File: src/rtl/reg_read_ctrl.sv
// Register-file read controller: one-cycle fetch stage feeding a 4-deep in-order response FIFO.
// Optional read-after-write forwarding from the snooped write port when REG_READ_FWD_EN is defined.
module reg_read_ctrl #(
   parameter int M = 32,
   parameter int N = 5
) (
   input  logic         clk,
   input  logic         reset,
   input  logic         req_valid,
   output logic         req_ready,
   input  logic [N-1:0] req_addr,
   output logic [N-1:0] rf_addr,
   input  logic [M-1:0] rf_rd,
   input  logic         wr_en,
   input  logic [N-1:0] wr_addr,
   input  logic [M-1:0] wr_data,
   output logic         rsp_valid,
   input  logic         rsp_ready,
   output logic [M-1:0] rsp_data,
   output logic [N-1:0] rsp_addr
);

   localparam logic [2:0] DEPTH = 3'd4;

   logic           run;
   logic           vld_p1;
   logic [N-1:0]   addr_p1;
   logic [M-1:0]   data_p1;
   logic           fwd_hit;
   logic [2:0]     count;
   logic [2:0]     occupancy;
   logic [1:0]     wr_ptr;
   logic [1:0]     rd_ptr;
   logic           accept;
   logic           push;
   logic           pop;
   logic [N+M-1:0] mem [4];
   logic [N+M-1:0] head;

   function automatic logic [M-1:0] fetch_data(
      input logic [N-1:0] addr,
      input logic [M-1:0] rd,
      input logic         hit,
      input logic [M-1:0] wd
   );
      if (addr == '0) return '0;
      if (hit) return wd;
      return rd;
   endfunction

`ifdef REG_READ_FWD_EN
   assign fwd_hit = wr_en && (wr_addr == addr_p1);
   assign data_p1 = fetch_data(addr_p1, rf_rd, fwd_hit, wr_data);
`else
   logic unused_wr;
   assign unused_wr = ^{wr_en, wr_addr, wr_data};
   assign fwd_hit   = 1'b0;
   assign data_p1   = fetch_data(addr_p1, rf_rd, fwd_hit, '0);
`endif

   // Ready depends only on registered occupancy, never on rsp_ready
   assign occupancy = count + {2'b00, vld_p1};
   assign req_ready = run && (occupancy < DEPTH);
   assign accept    = req_valid && req_ready;
   assign push      = vld_p1;
   assign rsp_valid = (count != 3'd0);
   assign pop       = rsp_valid && rsp_ready;
   assign rf_addr   = addr_p1;

   // Stage p1: fetch from the register file
   always_ff @(posedge clk or negedge reset) begin
      if (!reset) begin
         run     <= 1'b0;
         vld_p1  <= 1'b0;
         addr_p1 <= '0;
      end else begin
         run <= 1'b1;
         if (accept) begin
            vld_p1  <= 1'b1;
            addr_p1 <= req_addr;
         end else begin
            vld_p1  <= 1'b0;
         end
      end
   end

   // Response FIFO: occupancy never exceeds DEPTH because accept is gated on count + vld_p1
   always_ff @(posedge clk or negedge reset) begin
      if (!reset) begin
         count  <= 3'd0;
         wr_ptr <= 2'd0;
         rd_ptr <= 2'd0;
      end else begin
         if (push) wr_ptr <= wr_ptr + 2'd1;
         if (pop)  rd_ptr <= rd_ptr + 2'd1;
         case ({push, pop})
            2'b10:   count <= count + 3'd1;
            2'b01:   count <= count - 3'd1;
            default: count <= count;
         endcase
      end
   end

   always_ff @(posedge clk) begin
      if (push) mem[wr_ptr] <= {addr_p1, data_p1};
   end

   // Storage is not reset, so the head is masked to zero whenever the FIFO is empty
   assign head     = mem[rd_ptr];
   assign rsp_data = rsp_valid ? head[M-1:0] : '0;
   assign rsp_addr = rsp_valid ? head[N+M-1:M] : '0;

endmodule

File: config.mk
export PLATFORM = sky130hd
export DESIGN_NAME = reg_read_ctrl
export DESIGN_NICKNAME = d
export VERILOG_FILES = /design/src/rtl/reg_read_ctrl.sv
export SDC_FILE = /design/constraint.sdc
export NUM_CORES = 1
export LEC_CHECK = 0
export ABC_CLOCK_PERIOD_IN_PS = 2500
export CORE_ASPECT_RATIO = 0.75
export CORE_MARGIN = 2
export CORE_UTILIZATION = 47
export DETAILED_ROUTE_END_ITERATION = 8
export DONT_BUFFER_PORTS = 1
export GPL_TIMING_DRIVEN = 1
export SLEW_MARGIN = 40
export SYNTH_ARGS = -nofsm -noshare
export SYNTH_HDL_FRONTEND = slang
export SYNTH_SLANG_ARGS = --single-unit
File: constraint.sdc
create_clock -name clk -period 2.5 [get_ports clk]
set_input_delay 0.125 -clock clk [delete_from_list [all_inputs] [get_ports clk]]
set_output_delay 0.125 -clock clk [all_outputs]
set_load 0.005 [all_outputs]
==> results of run 1 <==
-- cell usage after synthesis --
| master | n |
|---|---|
| and2_1 | 43 |
| buf_2 | 4 |
| buf_4 | 5 |
| buf_6 | 2 |
| clkbuf_1 | 5 |
| conb_1 | 1 |
| dfrtp_1 | 14 |
| edfxtp_1 | 148 |
| fa_1 | 1 |
| ha_1 | 5 |
| inv_1 | 6 |
| mux2_2 | 5 |
| mux2i_1 | 1 |
| mux2i_4 | 1 |
| mux4_2 | 37 |
| nand2_1 | 1 |
| nand3_1 | 3 |
| nand3b_1 | 1 |
| nor2_1 | 1 |
| nor2_2 | 1 |
| nor2b_1 | 32 |
| o21ai_0 | 1 |
| or3_1 | 1 |
| or4_1 | 1 |
| xnor2_1 | 2 |
| xor2_1 | 5 |
-- power by group --
part / switching, mW / leakage, nW / internal (mW)
registers: 0.245 / 1.50 / 3.39
logic: 1.05 / 0.695 / 1.05
clock network: 1.01 / 0.282 / 1.57
-- cell type report --
type | instances | area share
flip-flops and latches | 162 | 0.6418
multi-input cells | 143 | 0.2146
clock buffers | 18 | 0.05742
repair buffers | 21 | 0.03214
well taps | 175 | 0.02929
clock inverters | 13 | 0.02176
inverters | 6 | 0.003013
-- per-layer routing --
layer / vias up / wire length (um)
met2: 71 / 5767
li1: 1305 / -
met5: - / 0
met4: 0 / 117
met3: 11 / 605
met1: 1573 / 5046
-- repair_timing --
item / in CTS / in global routing
endpoints found under the setup margin: 0 / 0
hold endpoints to repair: 22 / 0
resized for setup: 0 / 0
hold buffers: 8 / 0
-- state kept, by name, summed over array words and instances (netlist names) --
signal	flops
push	1
count	3
run	1
rd_ptr	2
mem	148
rf_addr	5
wr_ptr	2
-- stage by stage --
step,power [mW],util
6_report,8.308,0.5492
5_1_grt,8.760,0.5492
4_1_cts,8.441,0.5492
3_5_place_dp,5.825,0.4998
3_3_place_gp,5.769,0.4998
2_1_floorplan,5.265,-
-- cells in the final DEF (no fill, tap or decap), types with 4 or more instances in the layout --
cell           synthesis  routed
dfrtp_1               14      12
edfxtp_1             148     148
buf_12                 0       5
xor2_1                 5       5
buf_4                  5       8
dlygate4sd3_1          0       8
mux4_2                37      37
and2_2                 0       4
ha_1                   5       5
clkbuf_16              0      17
nor2b_1               32      32
and2_1                43      39
mux2_2                 5       5
inv_1                  6       6
-- how the worst min path moves through the flow --
stage              start                    to  slack [ns]  depth (start not counted)
2_1_floorplan      reset  count[0]$_DFFE_PN0P_       -0.17                          0
3_3_place_gp       reset         run$_DFF_PN0_       -0.17                          0
3_5_place_dp       reset         run$_DFF_PN0_       -0.17                          0
4_1_cts        rf_rd[15]  mem[3][15]$_DFFE_PP_       0.001                          1
5_1_grt        rf_rd[14]  mem[3][14]$_DFFE_PP_       0.004                          1
6_report       rf_rd[15]  mem[3][15]$_DFFE_PP_        0.02                          1
-- worst reg2reg max path: stages, from the launching register on --
cell and delay, ns:
dfrtp_1 0.46, or4_1 0.59, nor2_4 0.30, buf_12 0.23
nor2b_1 0.13
-- logic make-up after synthesis --
| logic type | share of synthesized area |
|---|---|
| AO/OA/AOI/OAI | 0.0007680 |
| XOR/XNOR | 0.009418 |
| adder cells (fa/ha/maj) | 0.01269 |
| buffers and inverters | 0.01864 |
| flip-flops | 0.7365 |
| multiplexers | 0.1416 |
| other | 0.0005760 |
| AND/OR/NAND/NOR | 0.07976 |
==> results.txt, run 1 <==
Outcome -> finished, final reports clean
Ranking of synthesized cells by area -> edfxtp_1, mux4_2, dfrtp_1
Wirelength per Cell -> 21.44 um
Met1 usage -> 0.2211
Worst EP required -> 2.38 ns
Die height -> 105.9 um
H-Tree Depth -> 4
Starting Density -> 0.4783
Maximum clock frequency -> 501.6 MHz
Ant diodes -> 0
Pleak -> 2.482 nW
Final nets -> 436
Headroom to the max-slew limit -> 0.5510
Worst skew pair latency -> 0.42 ns
Final Non-Filler Cells -> 538
First-pass GRT wire length -> 18330 um
Maxcap violations -> 0
Die area -> 14820 um^2
Synthesized net count -> 412
Syn-to-layout area delta -> 14.82%
DIE WIDTH -> 139.9 um
Fin Hold WS -> 0.02031 ns
CTS buffer count -> 17
Largest net degree at the start of global routing -> 40
Setup crit end -> rsp_data[3]
Cell variety after synth -> 26
Multi-input logic area -> 1604 um^2
Root buffer cell -> clkbuf_16
Cell Rows -> 37
HP Class -> input port to register
Postcts setup bufs -> 0
Routed wire length -> 11540 um
Vias in the first global route -> 3227
CTS sink count -> 162
Clk buf depth -> 2
CTS tree -> done
PortBufs -> 0
Worst Setup Start Kind -> register
Sequential share of the synthesized area -> 0.7365
Top-area cell type share of the netlist area -> 0.6827
Io pins -> 123
RSZ-0062 raised after global routing -> no
DRT Pass-1 Iters -> 4
Max IR drop VDD -> 0.5498 mV
Setup CP Type -> register to output pin
CP peak stage delay -> 0.66 ns
Via density -> 5.502
Post-synthesis cell count -> 327
Slowest CP cell -> dfrtp_2
CP cell instances -> buf_12 > mux4_2 > and2_1
Synthesized area -> 6510 um^2
Clk_skew -> 0.006112 ns
DR vias -> 2960
DP Cell Count -> 499
Critical-path maximum fanout -> 22
Clock slew at the register clock pins of the worst setup and hold paths -> 0.06 ns
M3 GR Usage -> 0.06351
Final worst-path cycle share -> 0.7975
WP data arrival -> 1.87 ns
Worst path depth -> 3
Antenna violations before repair -> 0
Core region area -> 13610 um^2
Final setup violation count -> 0
Gr usage total -> 0.1699
Pre-CTS setup slack -> 0.4934 ns
Fin crit period -> 1.994 ns
Reg2reg start -> rf_addr[3]$_DFFE_PN0P_
GPL Wtd Cong -> 0.6908
Antenna Nets Post-Route -> 0
Detailed Place HPWL -> 6878 um
Post-Route Setup TNS -> 0 ns
Worst-margin pin slew -> 0.6712 ns
Synth Register Bits -> 162
CP top delay family -> flip-flops
Worst Setup Slack, final -> 0.5063 ns
R2r worst-path depth -> 4
Share of layout cells above drive strength 1 -> 0.2562
Synth area leader -> edfxtp_1
Synth warnings -> 0
DR iter-0 viols -> 141
Synth Area per Inst -> 19.91 um^2
Max-slew violations -> 0
Seq. cell area -> 4797 um^2
Overflow after GRT -> 0
Crit end category -> output pin
R2r endpoint -> mem[0][17]$_DFFE_PP_
Final instance area -> 7475 um^2
PwrDens -> 1112 nW/um^2
Beginning of the critical path -> rd_ptr[1]$_DFFE_PN0P_
Post-detailed-route DRC marker count -> 0
Grt met2 use -> 0.2718
Area post-placement -> 6803 um^2
Crit path buffers/inverters -> 1
Fin. Hold Viols -> 0
Layout fillers -> 1056
GRT busiest layer -> met2
Reg2reg setup slack -> 0.52 ns
(Power assumes the default switching activity.)
==> inputs of run 2 (changes only) <==
Settings changed: ABC_CLOCK_PERIOD_IN_PS 2500 to 2029.
Clock period 2.5 ns to 2.03 ns, I/O delays scaled along.
==> results.txt, run 2 (synthesis results as in run 1) <==
CTS buffer count -> 17
Outcome -> finished, final reports clean
Fin Hold WS -> 0.01621 ns
Via density -> 5.249
Core region area -> 13610 um^2
Final Non-Filler Cells -> 574
Final setup violation count -> 0
Root buffer cell -> clkbuf_16
Overflow after GRT -> 0
Final worst-path cycle share -> 0.9371
DR vias -> 3013
First-pass GRT wire length -> 18070 um
Max-slew violations -> 0
DRT Pass-1 Iters -> 6
Detailed Place HPWL -> 6765 um
Post-Route Setup TNS -> 0 ns
Setup crit end -> rsp_data[0]
Routed wire length -> 11480 um
GPL Wtd Cong -> 0.6891
Worst EP required -> 1.93 ns
Pleak -> 2.647 nW
Commonest cells after routing, fill and taps aside -> edfxtp_1, and2_1, dlygate4sd3_1
Switching part of the total power -> 0.2695
PwrDens -> 1345 nW/um^2
Final nets -> 471
Starting Density -> 0.4783
R2r worst-path depth -> 8
HP Class -> input port to register
Postcts setup bufs -> 0
Fin. Hold Viols -> 0
CTS tree -> done
Reg2reg setup slack -> 0.15 ns
Clk buf depth -> 2
Final instance area -> 7843 um^2
Biggest register -> mem
Io pins -> 123
Combinational Power Share -> 0.256
Syn-to-layout area delta -> 20.47%
Post-detailed-route DRC marker count -> 0
Largest net degree at the start of global routing -> 40
Seq pwr share -> 0.416
Wirelength per Cell -> 20.00 um
Largest register FFs -> 148
Cell Rows -> 37
Die area -> 14820 um^2
Worst Setup Start Kind -> register
Reg2reg start -> count[0]$_DFFE_PN0P_
Max IR drop VDD -> 0.7277 mV
Antenna Nets Post-Route -> 0
Worst skew pair latency -> 0.41 ns
CTS sink count -> 162
Clk_skew -> 0.004408 ns
Headroom to the max-slew limit -> 0.5527
Worst-margin pin slew -> 0.6687 ns
Commonest non-fill, non-tap cell in the layout -> edfxtp_1
H-Tree Depth -> 4
Maximum clock frequency -> 525.7 MHz
PortBufs -> 0
WP data arrival -> 1.80 ns
Clock slew at the register clock pins of the worst setup and hold paths -> 0.06 ns
Switching power -> 2.843 mW
Clock share of power -> 0.328
Fin crit period -> 1.902 ns
Crit end category -> output pin
Maxcap violations -> 0
RSZ-0062 raised after global routing -> no
Int Power -> 7.705 mW
Area post-placement -> 6795 um^2
Critical-path maximum fanout -> 27
DIE WIDTH -> 139.9 um
R2r endpoint -> count[2]$_DFFE_PN0P_
DR iter-0 viols -> 173
Share of layout cells above drive strength 1 -> 0.2481
Ant diodes -> 0
Gr usage total -> 0.1674
DP Cell Count -> 503
Die height -> 105.9 um
Vias in the first global route -> 3284
Beginning of the critical path -> rd_ptr[0]$_DFFE_PN0P_
Antenna violations before repair -> 0
Setup CP Type -> register to output pin
## run 2: cell types whose count changed in the layout (fill, tap and decap cells not counted), moves of 2 or more
cell / before / now
bufinv_16: 3 / 5
buf_12: 5 / 2
clkinv_2: 3 / 1
buf_4: 8 / 15
dlygate4sd3_1: 8 / 39
## run 2: final cells by class
| cell class | count | area (um^2) |
|---|---|---|
| timing repair buffer | 56 | 543.0 |
| fill | 1029 | 5768 |
| tap | 175 | 219.0 |
| clock buffer | 17 | 425.4 |
| multi-input combinational | 143 | 1604 |
| sequential | 162 | 4797 |
| inverter | 6 | 22.52 |
| clock inverter | 15 | 231.5 |
## run 2: worst max-delay path, cell delays in order (launching register included)
cell and delay (ns):
dfrtp_2 0.38, buf_12 0.25, mux4_2 0.56, and2_1 0.19
## run 2: stage by stage
stage / util / worst slack, ns / power, mW
4_1_cts: 0.5762 / 0.06292 / 10.73
2_1_floorplan: - / 0.1105 / 6.484
6_report: 0.5762 / 0.1277 / 10.55
3_5_place_dp: 0.4993 / 0.1407 / 7.182
5_1_grt: 0.5762 / 0.01232 / 11.12
3_3_place_gp: 0.4993 / 0.1665 / 7.105
## run 2: power groups by stage
| stage | Clock, mW | Combinational (mW) | Sequential (mW) |
|---|---|---|---|
| 3_5_place_dp | 0 | 2.73 | 4.46 |
| 2_1_floorplan | 0 | 2.10 | 4.39 |
| 6_report | 3.46 | 2.70 | 4.39 |
| 3_3_place_gp | 0 | 2.67 | 4.43 |
| 4_1_cts | 3.54 | 2.80 | 4.39 |
| 5_1_grt | 3.69 | 3.00 | 4.42 |
## run 2: what timing repair did
| action | in CTS | in global routing |
|---|---|---|
| hold endpoints to repair | 146 | 0 |
| hold buffers | 39 | 0 |
| resized for setup | 0 | 0 |
## run 2: worst min path at each step
stage / startpoint / endpoint / cells after the start
2_1_floorplan: reset / count[0]$_DFFE_PN0P_ / 0
3_5_place_dp: reset / run$_DFF_PN0_ / 0
3_3_place_gp: reset / run$_DFF_PN0_ / 0
4_1_cts: rf_rd[3] / mem[0][3]$_DFFE_PP_ / 1
5_1_grt: rf_rd[3] / mem[0][3]$_DFFE_PP_ / 1
6_report: rf_rd[3] / mem[0][3]$_DFFE_PP_ / 1
## run 2: layer usage
layer	track usage	wire [um]
met5	0	0
met4	0.05571	83
met1	0.2155	5038
met3	0.05541	644
met2	0.2721	5713
